==> config.mk <==
export PLATFORM = sky130hd
export DESIGN_NAME = cla_pipe_adder
export DESIGN_NICKNAME = d
export VERILOG_FILES = /design/src/rtl/cla_pipe_adder.sv
export SDC_FILE = /design/constraint.sdc
export NUM_CORES = 1
export LEC_CHECK = 0
export CELL_PAD_IN_SITES_DETAIL_PLACEMENT = 1
export CELL_PAD_IN_SITES_GLOBAL_PLACEMENT = 1
export CORE_UTILIZATION = 33
export CTS_BUF_LIST = sky130_fd_sc_hd__clkbuf_2 sky130_fd_sc_hd__clkbuf_4 sky130_fd_sc_hd__clkbuf_8
export DETAILED_ROUTE_END_ITERATION = 12
export PLACE_DENSITY = 0.68
export SYNTH_ARGS = -nofsm -noshare
export SYNTH_HDL_FRONTEND = slang
export SYNTH_SLANG_ARGS = --single-unit
==> constraint.sdc <==
create_clock -name clk -period 2 [get_ports clk]
set_input_delay 0.2 -clock clk [delete_from_list [all_inputs] [get_ports clk]]
set_output_delay 0.2 -clock clk [all_outputs]
set_load 0.01 [all_outputs]
==> src/rtl/cla_pipe_adder.sv <==
// Pipelined carry-lookahead adder/subtractor: one CHUNK of the operands is resolved per stage,
// and each stage registers its chunk carry-out for the stage that follows.
module cla_pipe_adder #(
    parameter int WIDTH  = 16,
    parameter int STAGES = 4,
    parameter int BLOCK  = 4
) (
    input  logic             clk,
    input  logic             rst_n,
    input  logic             in_valid,
    output logic             in_ready,
    input  logic [WIDTH-1:0] a,
    input  logic [WIDTH-1:0] b,
    input  logic             cin,
    input  logic             sub,
    output logic             out_valid,
    input  logic             out_ready,
    output logic [WIDTH-1:0] sum,
    output logic             cout,
    output logic             ovf
);
    localparam int CHUNK = WIDTH / STAGES;
    localparam int NBLK  = CHUNK / BLOCK;

    // Handshake: a beat transfers on a rising edge where valid & ready are both high.
    // A stall (out_valid & ~out_ready) freezes every stage, bubbles included.
    logic w_stall;

    // Returns {chunk carry-out, chunk sum}. Group carries are a two-level sum of products
    // from the chunk carry-in; bits inside one BLOCK ripple from their group carry.
    function automatic logic [CHUNK:0] cla_chunk(input logic [CHUNK-1:0] x,
                                                 input logic [CHUNK-1:0] y,
                                                 input logic             ci);
        logic [CHUNK-1:0] g;
        logic [CHUNK-1:0] p;
        logic [NBLK-1:0]  gg;
        logic [NBLK-1:0]  gp;
        logic [NBLK:0]    bc;
        logic [CHUNK:0]   c;
        logic             t;
        logic             pr;
        g = x & y;
        p = x ^ y;
        for (int j = 0; j < NBLK; j++) begin
            gg[j] = 1'b0;
            gp[j] = 1'b1;
            for (int i = 0; i < BLOCK; i++) begin
                gg[j] = g[j*BLOCK+i] | (p[j*BLOCK+i] & gg[j]);
                gp[j] = gp[j] & p[j*BLOCK+i];
            end
        end
        bc[0] = ci;
        for (int j = 0; j < NBLK; j++) begin
            t = ci;
            for (int i = 0; i <= j; i++) t = t & gp[i];
            for (int i = 0; i <= j; i++) begin
                pr = gg[i];
                for (int m = i + 1; m <= j; m++) pr = pr & gp[m];
                t = t | pr;
            end
            bc[j+1] = t;
        end
        c = '0;
        for (int j = 0; j < NBLK; j++) begin
            c[j*BLOCK] = bc[j];
            for (int i = 0; i < BLOCK - 1; i++)
                c[j*BLOCK+i+1] = g[j*BLOCK+i] | (p[j*BLOCK+i] & c[j*BLOCK+i]);
        end
        c[CHUNK] = bc[NBLK];
        return {c[CHUNK], p ^ c[CHUNK-1:0]};
    endfunction

    generate
        for (genvar k = 0; k < STAGES; k++) begin : g_st
            localparam int REM = WIDTH - k * CHUNK;
            logic [REM-1:0]         w_a_i;
            logic [REM-1:0]         w_b_i;
            logic                   w_c_i;
            logic                   w_v_i;
            logic [CHUNK:0]         w_res;
            logic [(k+1)*CHUNK-1:0] w_s_nx;
            logic                   r_v;
            logic                   r_c;
            logic [(k+1)*CHUNK-1:0] r_s;

            assign w_res = cla_chunk(w_a_i[CHUNK-1:0], w_b_i[CHUNK-1:0], w_c_i);

            if (k == 0) begin : g_in
                assign w_a_i  = a;
                assign w_b_i  = sub ? ~b : b;
                assign w_c_i  = cin ^ sub;
                assign w_v_i  = in_valid;
                assign w_s_nx = w_res[CHUNK-1:0];
            end else begin : g_link
                assign w_a_i  = g_st[k-1].g_fwd.r_a;
                assign w_b_i  = g_st[k-1].g_fwd.r_b;
                assign w_c_i  = g_st[k-1].r_c;
                assign w_v_i  = g_st[k-1].r_v;
                assign w_s_nx = {w_res[CHUNK-1:0], g_st[k-1].r_s};
            end

            always_ff @(posedge clk or negedge rst_n) begin
                if (!rst_n) begin
                    r_v <= 1'b0;
                    r_c <= 1'b0;
                    r_s <= '0;
                end else if (!w_stall) begin
                    r_v <= w_v_i;
                    r_c <= w_res[CHUNK];
                    r_s <= w_s_nx;
                end
            end

            // Only the operand bits still to be added travel down the pipe.
            if (k < STAGES - 1) begin : g_fwd
                logic [REM-CHUNK-1:0] r_a;
                logic [REM-CHUNK-1:0] r_b;
                always_ff @(posedge clk or negedge rst_n) begin
                    if (!rst_n) begin
                        r_a <= '0;
                        r_b <= '0;
                    end else if (!w_stall) begin
                        r_a <= w_a_i[REM-1:CHUNK];
                        r_b <= w_b_i[REM-1:CHUNK];
                    end
                end
            end else begin : g_last
                // Carry into the MSB recovered as sum ^ propagate at that bit.
                logic r_cm;
                always_ff @(posedge clk or negedge rst_n) begin
                    if (!rst_n) begin
                        r_cm <= 1'b0;
                    end else if (!w_stall) begin
                        r_cm <= w_res[CHUNK-1] ^ w_a_i[CHUNK-1] ^ w_b_i[CHUNK-1];
                    end
                end
            end
        end
    endgenerate

    assign out_valid = g_st[STAGES-1].r_v;
    assign sum       = g_st[STAGES-1].r_s;
    assign cout      = g_st[STAGES-1].r_c;
    assign ovf       = g_st[STAGES-1].g_last.r_cm ^ g_st[STAGES-1].r_c;
    assign w_stall   = out_valid & ~out_ready;
    assign in_ready  = ~w_stall;

endmodule

-- Word level (Yosys, flattened, before mapping)
Index checks and enable logic that the tools add are counted.
- register bits after elaboration: 97
- input bits: 38
- output and inout port bits: 20
- multiplexer cells: 1
- bitwise operators: 88
- operators by type and width (kind ; number):
    $and 1x1->1 ; 41
    $xor 4x4->4 ; 8
    $or 1x1->1 ; 28
    $and 4x4->4 ; 4
    $mux 16 ; 1
    $not 16->16 ; 1
    $xor 1x1->1 ; 4
    $not 1->1 ; 2

-- Depth between registers and ports, before layout
Gate-level depths: netlist of run 1.
- word-level depth: 10
- gate-level depth with buffers: 9
- depth with buffers taken out: 8

-- Worst setup path before layout of run 1
No wires, ideal clock.
- kind: input port to flip-flop
- start point: input port sub
- end point: register g_st[0].r_s[3]
- setup time: 0.077 ns
- arrival: 2.168 ns
- data required time: 1.923 ns
- setup slack: -0.245 ns
- stages: 9
- buffers on the path: 2
- cells stage by stage: buf_6 buf_6 xor2_1 inv_1 fa_1 fa_1 fa_1 xor2_1 a21oi_1
- cells in the longest elaborated chain, start to end: 9
- ends and longest elaborated chain (item ; RTL line ; text):
    start: declaration ; 15 ; input logic sub,
    $mux 16 ; 90 ; assign w_b_i = sub ? ~b : b;
    $xor 4x4->4 ; 43 ; p = x ^ y;
    $and 1x1->1 ; 67 ; c[j*BLOCK+i+1] = g[j*BLOCK+i] | (p[j*BLOCK+i] & c[j*BLOCK+i]);
    $or 1x1->1 ; 67 ;
    $and 1x1->1 ; 67 ;
    $or 1x1->1 ; 67 ;
    $and 1x1->1 ; 67 ;
    $or 1x1->1 ; 67 ;
    $xor 4x4->4 (*) ; 70 ; return {c[CHUNK], p ^ c[CHUNK-1:0]};
    end signal: assignment ; 110 ; r_s <= w_s_nx;
    end: declaration ; 84 ; logic [(k+1)*CHUNK-1:0] r_s;
Every way passes the cells marked *; elsewhere a longest branch is shown, timed or not.
A chain may end at the register's enable or synchronous reset.

-- Worst setup path in the final report of run 1
- start point: input port cin
- end point: register g_st[0].r_s[3]
- cells in the longest elaborated chain, start to end: 8
- ends and longest elaborated chain (item ; RTL line ; text):
    start: declaration ; 14 ; input logic cin,
    $xor 1x1->1 ; 91 ; assign w_c_i = cin ^ sub;
    $and 1x1->1 ; 67 ;
    $or 1x1->1 ; 67 ;
    $and 1x1->1 ; 67 ;
    $or 1x1->1 ; 67 ;
    $and 1x1->1 ; 67 ;
    $or 1x1->1 ; 67 ;
    $xor 4x4->4 ; 70 ;
No other way between the ends.

==> flow_metrics.tcl, run 1 <==
set metrics [dict create \
    tns_ns 0 \
    whs_ns 0.217 \
    drt_iter0_markers 147 \
    vias_per_cell 4.44 \
    synth_compound_area_share_pct 5.56 \
    reg2reg_from "g_st[2].g_fwd.r_b[0]$_DFFE_PN0N_" \
    clk_pin_slew_worst_paths_ns 0.09 \
    slew_viol_final 0 \
    yosys.area_share.adder_pct 9.93 \
    synth-simple-area-share_pct 20.0 \
    hold_path_class "input port to async pin" \
    max_cap_viol_count 0 \
    grt_pass1_vias 3331 \
    critPathKind "input port to flip-flop" \
    layout-drive-gt1-share_pct 9.21 \
    dr.pass1.iters 4 \
    finClkSkew_ns 0.00895 \
    tightestPinTransition_ns 0.390 \
    num_antenna_cells 0 \
    cts_tree "yes" \
    grt_pass1_wl_microns 15900 \
    syn_area_sq_um 4430 \
    drc 0 \
    num_vias 3123 \
    avgSynthCellArea_sq_um 9.56 \
    clkSinkCount 97 \
    yosysTopAreaCellShare_pct 54.7 \
    start_util_pct 34.4 \
    cp_max_fo 2 \
    grtUsageTotal_pct 14.3 \
    fmax_mhz 521 \
    synth_xor_area_share_pct 5.16 \
    synth_top_family_by_area "simple AND/OR/NAND/NOR gates" \
    gr-total-overflow 0 \
    cts_buffers 9 \
    slew_headroom_pct 74.0 \
    muxShareOfSynthArea_pct 0 \
    dpl.hpwl_microns 6420 \
    routabilityCongestion 0.864 \
    clk_latency_ns 0.36 \
    regArea_sq_um 2430 \
    synth_area_leaders "dfrtp_1 55%, nand2_1 18%, fa_1 5.4%" \
    cts_max_level 3 \
    core-area_sq_um 12900 \
    synth_common_cells "211 x nand2_1, 97 x dfrtp_1, 19 x buf_2, 18 x inv_1" \
    endpoint "g_st[0].r_s[3]$_DFFE_PN0N_" \
    p_per_area_nw_per_um2 1430 \
    post-synth-top-count-cell "nand2_1" \
    multi_input_area_sq_um 1830 \
    async_flop_share_pct 100 \
    period_share_pct 96.1 \
    io_buffers 57 \
    leakage_nw 2.69 \
    num-fill-cells 1482 \
    synth_flop_cell "dfrtp_1" \
    syn2layout_area_growth_pct 23.5 \
    critPathLaunchType "input port" \
    syn_inst 464 \
    ys_ff_latch 97 \
    final_nets 594 \
    final_antenna_net_count 0 \
    ios 58 \
    setup_violations 0 \
    cp-end-kind "flip-flop" \
    ys_warn_count 0 \
    synth-edff-count 0 \
    die_y_microns 118 \
    cts_buffer_depth 2 \
    syn-num-nets 530 \
    outcome "finished clean" \
    synth-seq-area-share_pct 54.7 \
    wl_per_cell_microns 13.0 \
    vdd_ir_drop_max_mv 0.362 \
    critical_path_required_ns 2.29 \
    grt_max_degree 94 \
    synth_top_area_cell "dfrtp_1" \
    wl_microns 9120 \
    dieArea_sq_um 13900 \
    r2r-end "sum[15]$_DFFE_PN0N_" \
    min_period_ns 1.92 \
    critPathArrivalTime_ns 2.21 \
    clockRootBuffer "clkbuf_8" \
    reg2regPathDepth 9 \
    fp.dieW_microns 118 \
    num_rows 41 \
    antenna_found_initial 0 \
    reg2reg_setup_slack_ns 0.08 \
    startpoint "cin" \
    synth.distinct_cells 30 \
    hold_violations 0 \
]
## timing repair
item                                   CTS  global route
buffers inserted                         2             0
gates resized for setup                  6             6
pin swaps                                4             4
setup endpoints to repair                4             4
hold buffers                             1             0
endpoints found under the hold margin   66             0
## state kept, by name, summed over array words and instances (netlist names)
name / cells
g_st.g_fwd.r_a: 24
g_st.g_fwd.r_b: 24
g_st.r_s: 24
sum: 16
g_st.r_c: 3
g_st.r_v: 3
cout: 1
g_st.g_last.r_cm: 1
out_valid: 1
## cell type report
type | instances | area share, %
Inverter | 19 | 1.30
Tap cell | 172 | 3.93
Clock inverter | 3 | 0.274
Sequential cell | 97 | 44.3
Multi-Input combinational cell | 325 | 33.5
Timing Repair Buffer | 76 | 13.7
Clock buffer | 12 | 3.02
## layer usage
metal | part of all wire [%] | vias to the layer above | global-route usage [%]
met5 | 0 | - | 0
met4 | 2.7 | 0 | 7.53
met3 | 2.9 | 15 | 2.37
met2 | 48 | 47 | 23.1
met1 | 47 | 1489 | 18.3
li1 | - | 1572 | -
## metrics by stage
step	instances	setup slack (ns)	utilization, %	instance area (sq um)	power (mW)
5_1_grt	704	-0.00133	42.5	5480	8.52
4_1_cts	704	0.000664	42.4	5470	7.92
2_1_floorplan	464	-0.0948	-	4450	5.33
6_report	704	0.0790	42.5	5480	7.81
3_5_place_dp	686	-0.519	40.8	5250	6.64
3_3_place_gp	686	-0.446	40.8	5250	6.46
## worst max-delay path: stages
cell             delay (ns)
clkdlybuf4s50_1        0.49
xnor2_4                0.18
fa_2                   0.36
fa_2                   0.35
fa_2                   0.34
xor2_1                 0.15
a21oi_1                0.15
## power by group
part | switching (mW) | internal (mW)
Combinational | 1.66 | 1.57
Sequential | 0.545 | 2.84
Clock | 0.652 | 0.542
Total | 2.86 | 4.95
## worst min-delay path by stage
stage / startpoint / end / slack (ns) / cells past startpoint
global placement: rst_n / g_st[0].g_fwd.r_a[2]$_DFFE_PN0N_ / 0.06 / 1
detailed placement: rst_n / g_st[0].r_s[1]$_DFFE_PN0N_ / 0.07 / 1
floorplan: rst_n / cout$_DFFE_PN0N_ / -0.1 / 0
global route: rst_n / g_st[0].r_s[1]$_DFFE_PN0N_ / 0.23 / 2
CTS: rst_n / g_st[0].r_s[1]$_DFFE_PN0N_ / 0.20 / 2
finish: rst_n / g_st[0].r_s[1]$_DFFE_PN0N_ / 0.22 / 2
## cells in the final DEF (no fill, tap or decap), types with 2 or more instances in the layout
| master | netlist | routed |
|---|---|---|
| buf_12 | 0 | 3 |
| dlygate4sd2_1 | 0 | 2 |
| nand2_1 | 211 | 211 |
| dfrtp_1 | 97 | 97 |
| clkinv_2 | 0 | 3 |
| a211o_1 | 2 | 2 |
| buf_4 | 0 | 16 |
| inv_1 | 18 | 14 |
| nor2_1 | 13 | 13 |
| o21ai_1 | 6 | 7 |
| o21ai_0 | 16 | 15 |
| a211oi_1 | 2 | 2 |
| ha_1 | 16 | 16 |
| xnor2_1 | 14 | 13 |
| a31oi_1 | 3 | 3 |
| clkdlybuf4s50_1 | 0 | 54 |
| clkbuf_8 | 0 | 12 |
| a21oi_1 | 9 | 9 |
| fa_1 | 12 | 6 |
| inv_2 | 1 | 5 |
| xor2_1 | 9 | 8 |
| fa_2 | 0 | 6 |
## kinds of logic after synthesis
kind of cell    after synthesis
fa+ha+maj                    28
flops                        97
compound gates               43
buf+inv                      42
xor+xnor                     24
simple gates                230
Note: power is estimated with default switching activity, not from simulation.
==> run 2: changes to the inputs <==
CELL_PAD_IN_SITES_DETAIL_PLACEMENT = default   (was 1)
CELL_PAD_IN_SITES_GLOBAL_PLACEMENT = default   (was 1)
HOLD_SLACK_MARGIN = 0.05   (was default)
PLACE_DENSITY = 0.55   (was 0.68)
==> flow_metrics.tcl, run 2 (synthesis gave the netlist of run 1 again) <==
set metrics [dict create \
    vias_per_cell 4.30 \
    whs_ns 0.358 \
    p_clk_share_pct 16.5 \
    layout-drive-gt1-share_pct 9.55 \
    p_per_area_nw_per_um2 1430 \
    critPathKind "flip-flop to flip-flop" \
    routabilityCongestion 0.783 \
    dr.pass1.iters 4 \
    hold_path_class "input port to flip-flop" \
    final_nets 595 \
    switching_share_pct 35.8 \
    clk_latency_ns 0.36 \
    outcome "finished clean" \
    antenna_found_initial 0 \
    clockRootBuffer "clkbuf_8" \
    num_rows 41 \
    vdd_ir_drop_max_mv 0.596 \
    cts_max_level 3 \
    cts_buffers 9 \
    max_cap_viol_count 0 \
    final_antenna_net_count 0 \
    num_vias 3034 \
    die_y_microns 118 \
    io_buffers 57 \
    final_cell_mix "211 x nand2_1, 97 x dfrtp_1, 54 x clkdlybuf4s50_1, 17 x buf_4" \
    tightestPinTransition_ns 0.548 \
    reg.largest.list "g_st.g_fwd.r_a x24, g_st.g_fwd.r_b x24, g_st.r_s x24" \
    grt_pass1_wl_microns 14100 \
    ios 58 \
    wl_microns 8270 \
    p_int_mw 5.03 \
    fmax_mhz 512 \
    clkSinkCount 97 \
    num-fill-cells 1286 \
    p_seq_share_pct 43.2 \
    leakage_nw 2.69 \
    cp-end-kind "flip-flop" \
    slew_viol_final 0 \
    critPathArrivalTime_ns 2.19 \
    grt_max_degree 98 \
    dieArea_sq_um 13900 \
    slew_headroom_pct 63.5 \
    dpl.hpwl_microns 5550 \
    finClkSkew_ns 0.0113 \
    cp_max_fo 2 \
    grt_pass1_vias 2965 \
    grtUsageTotal_pct 12.6 \
    cts_buffer_depth 2 \
    drt_iter0_markers 135 \
    start_util_pct 34.4 \
    reg2reg_setup_slack_ns 0.05 \
    hold_violations 0 \
    period_share_pct 97.6 \
    num_antenna_cells 0 \
    fp.dieW_microns 118 \
    critical_path_required_ns 2.24 \
    critPathLaunchType "flip-flop" \
    min_period_ns 1.95 \
    clk_pin_slew_worst_paths_ns 0.09 \
    core-area_sq_um 12900 \
    cts_tree "yes" \
    p_sw_mw 2.81 \
    gr-total-overflow 0 \
    comb_power_share_pct 40.3 \
    setup_violations 0 \
    final_common_cell "nand2_1" \
    rsz0062_at_grt "true" \
    syn2layout_area_growth_pct 23.9 \
    drc 0 \
    post-route-util_pct 42.7 \
    wl_per_cell_microns 11.7 \
]
## run 2: stage by stage
stage / setup TNS, ns / instances / area [sq um] / setup slack [ns] / total power, mW
CTS: -0.00674 / 703 / 5470 / -0.00674 / 7.89
global placement: -1.27 / 686 / 5250 / -0.452 / 6.43
floorplan: -0.172 / 464 / 4450 / -0.0948 / 5.33
finish: 0 / 706 / 5500 / 0.0479 / 7.83
global route: -0.0465 / 706 / 5500 / -0.0328 / 8.53
detailed placement: -1.54 / 686 / 5250 / -0.495 / 6.55
## run 2: per-layer routing
layer / wire length (microns) / vias up / track usage [%]
met1: 4170 / 1405 / 16.9
met5: 0 / - / 0
met3: 246 / 10 / 3.00
met2: 3700 / 40 / 19.3
li1: - / 1579 / -
met4: 152 / 0 / 5.53
## run 2: worst max-delay path, cell delays in order, from the launching register on
cell and delay, ns:
dfrtp_1 0.39, inv_2 0.08, fa_2 0.20, inv_2 0.04
fa_2 0.34, fa_2 0.38, xor2_2 0.16, xnor2_1 0.16
a21oi_1 0.09
## run 2: final cells by class
cell class              instances  area, sq um  area share [%]
inverters                      19         71.3            1.30
flip-flops and latches         97         2430            44.2
clock inverters                 5         55.1            1.00
multi-input cells             325         1830            33.2
clock buffers                  11          145            2.64
well taps                     172          215            3.92
repair buffers                 77          756            13.8
## run 2: power by group through the flow
stage | registers [mW] | logic, mW | clock network, mW
3_3_place_gp | 3.40 | 3.03 | 0
2_1_floorplan | 3.38 | 1.95 | 0
5_1_grt | 3.52 | 3.61 | 1.41
4_1_cts | 3.40 | 3.16 | 1.33
6_report | 3.38 | 3.16 | 1.29
3_5_place_dp | 3.43 | 3.12 | 0
## run 2: path summary, 6_finish.rpt
path / start / endpoint / depth (start not counted)
hold reg to reg: sum[0]$_DFFE_PN0N_ / sum[0]$_DFFE_PN0N_ / 2
max in group asynchronous: rst_n / g_st[1].r_v$_DFFE_PN0N_ / 3
hold / removal: a[12] / g_st[0].g_fwd.r_a[8]$_DFFE_PN0N_ / 3
setup / recovery: g_st[2].r_c$_DFFE_PN0N_ / g_st[3].g_last.r_cm$_DFFE_PN0N_ / 8
min in group asynchronous: rst_n / g_st[0].r_s[3]$_DFFE_PN0N_ / 3
setup reg to reg: g_st[2].r_c$_DFFE_PN0N_ / g_st[3].g_last.r_cm$_DFFE_PN0N_ / 8
## run 2: timing repair
action,4_1_cts,5_1_grt
buffers inserted,0,3
pin swaps,6,2
setup endpoints to repair,4,4
gates resized for setup,5,6
hold buffers,1,0
endpoints found under the hold margin,97,0
==> run 3: changes to the inputs <==
CAP_MARGIN = 15   (was default)
TNS_END_PERCENT = 30   (was default)
==> flow_metrics.tcl, run 3 (synthesis gave the netlist of run 1 again) <==
set metrics [dict create \
    syn2layout_area_growth_pct 23.6 \
    cts_buffers 9 \
    gr-total-overflow 0 \
    clockRootBuffer "clkbuf_8" \
    comb_power_share_pct 40.1 \
    slew_headroom_pct 62.7 \
    period_share_pct 98.0 \
    grtUsageTotal_pct 12.6 \
    final_antenna_net_count 0 \
    outcome "finished clean" \
    fmax_mhz 510 \
    wl_per_cell_microns 11.8 \
    ios 58 \
    vias_per_cell 4.31 \
    layout-drive-gt1-share_pct 8.83 \
    finClkSkew_ns 0.0110 \
    routabilityCongestion 0.783 \
    whs_ns 0.358 \
    core-area_sq_um 12900 \
    p_per_area_nw_per_um2 1420 \
    final_nets 593 \
    rsz0062_at_grt "true" \
    start_util_pct 34.4 \
    num_antenna_cells 0 \
    slew_viol_final 0 \
    grt_pass1_vias 2965 \
    final_cells 704 \
    p_sw_mw 2.80 \
    io_buffers 57 \
    cts_buffer_depth 2 \
    tightestPinTransition_ns 0.560 \
    wl_microns 8300 \
    clk_latency_ns 0.36 \
    p_seq_share_pct 43.3 \
    cts_tree "yes" \
    drt_iter0_markers 134 \
    antenna_found_initial 0 \
    setup_violations 0 \
    final_common_cell "nand2_1" \
    hold_violations 0 \
    critPathKind "flip-flop to flip-flop" \
    switching_share_pct 35.9 \
    hold_path_class "input port to flip-flop" \
    clkSinkCount 97 \
    p_int_mw 5.01 \
    leakage_nw 2.68 \
    min_period_ns 1.96 \
    max_cap_viol_count 0 \
    cts_max_level 3 \
    dieArea_sq_um 13900 \
    critPathLaunchType "flip-flop" \
    die_y_microns 118 \
    clk_pin_slew_worst_paths_ns 0.09 \
    dp_cells 686 \
    num_vias 3035 \
    cp-end-kind "flip-flop" \
    vdd_ir_drop_max_mv 0.599 \
    drc 0 \
    grt_pass1_wl_microns 14100 \
    critical_path_required_ns 2.24 \
    p_clk_share_pct 16.6 \
    num_rows 41 \
    final_cell_mix "211 x nand2_1, 97 x dfrtp_1, 54 x clkdlybuf4s50_1, 16 x o21ai_0, 16 x ha_1" \
    critPathArrivalTime_ns 2.20 \
    dpl.hpwl_microns 5550 \
    fp.dieW_microns 118 \
    dr.pass1.iters 4 \
    cp_max_fo 2 \
    power.total_mw 7.81 \
    grt_max_degree 98 \
    reg.largest.list "g_st.g_fwd.r_a x24, g_st.g_fwd.r_b x24, g_st.r_s x24" \
    post-route-util_pct 42.6 \
]
-- run 3: cell types whose count changed in the layout (fill, tap and decap cells not counted), sizes merged --
cell and delta:
buf -2
-- run 3: worst max-delay path, cell delays in order (launching register included) --
cell and delay [ns]:
dfrtp_1 0.39, inv_1 0.09, fa_1 0.18, inv_1 0.06
fa_2 0.34, fa_2 0.38, xor2_2 0.17, xnor2_1 0.16
a21oi_1 0.09
-- run 3: layer usage --
layer	vias to the layer above	global-route usage, %	wire length (microns)
li1	1577	-	-
met5	-	0	0
met3	9	3.00	258
met1	1409	16.9	4190
met2	40	19.3	3700
met4	0	5.53	150
-- run 3: timing repair --
item | 4_1_cts | 5_1_grt
buffers inserted | 0 | 1
pin swaps | 6 | 2
hold buffers | 1 | 0
endpoints found under the hold margin | 97 | 0
gates resized for setup | 5 | 4
endpoints found under the setup margin | 4 | 4
-- run 3: worst paths after layout --
| kind | end | slack, ns | start | cells past startpoint |
|---|---|---|---|---|
| max | g_st[3].g_last.r_cm$_DFFE_PN0N_ | 0.04 | g_st[2].g_fwd.r_b[0]$_DFFE_PN0N_ | 8 |
| min | g_st[0].g_fwd.r_a[8]$_DFFE_PN0N_ | 0.36 | a[12] | 3 |
| max reg2reg | g_st[3].g_last.r_cm$_DFFE_PN0N_ | 0.04 | g_st[2].g_fwd.r_b[0]$_DFFE_PN0N_ | 8 |
| min reg2reg | sum[0]$_DFFE_PN0N_ | 0.47 | sum[0]$_DFFE_PN0N_ | 2 |
| max in group asynchronous | g_st[1].r_v$_DFFE_PN0N_ | 1.15 | rst_n | 3 |
| min in group asynchronous | g_st[0].r_s[3]$_DFFE_PN0N_ | 0.40 | rst_n | 3 |
-- run 3: power groups by stage --
| stage | logic (mW) | registers (mW) | clock network [mW] |
|---|---|---|---|
| floorplan | 1.95 | 3.38 | 0 |
| global placement | 3.03 | 3.40 | 0 |
| detailed placement | 3.12 | 3.43 | 0 |
| CTS | 3.16 | 3.40 | 1.33 |
| global route | 3.58 | 3.52 | 1.41 |
| finish | 3.13 | 3.38 | 1.30 |
-- run 3: final cells by class --
type / count / area, sq um
Clock buffer: 11 / 145
Clock inverter: 5 / 55.1
Fill cell: 1290 / 7400
Inverter: 19 / 71.3
Multi-Input combinational cell: 325 / 1830
Sequential cell: 97 / 2430
Tap cell: 172 / 215
Timing Repair Buffer: 75 / 741
-- run 3: stage by stage --
stage	worst slack, ns	instance area (sq um)	TNS, ns
final	0.0401	5480	0
after global routing	-0.0346	5480	-0.0500
after CTS	-0.00674	5470	-0.00674
after detailed placement	-0.495	5250	-1.54
after global placement	-0.452	5250	-1.27
after floorplan	-0.0948	4450	-0.172
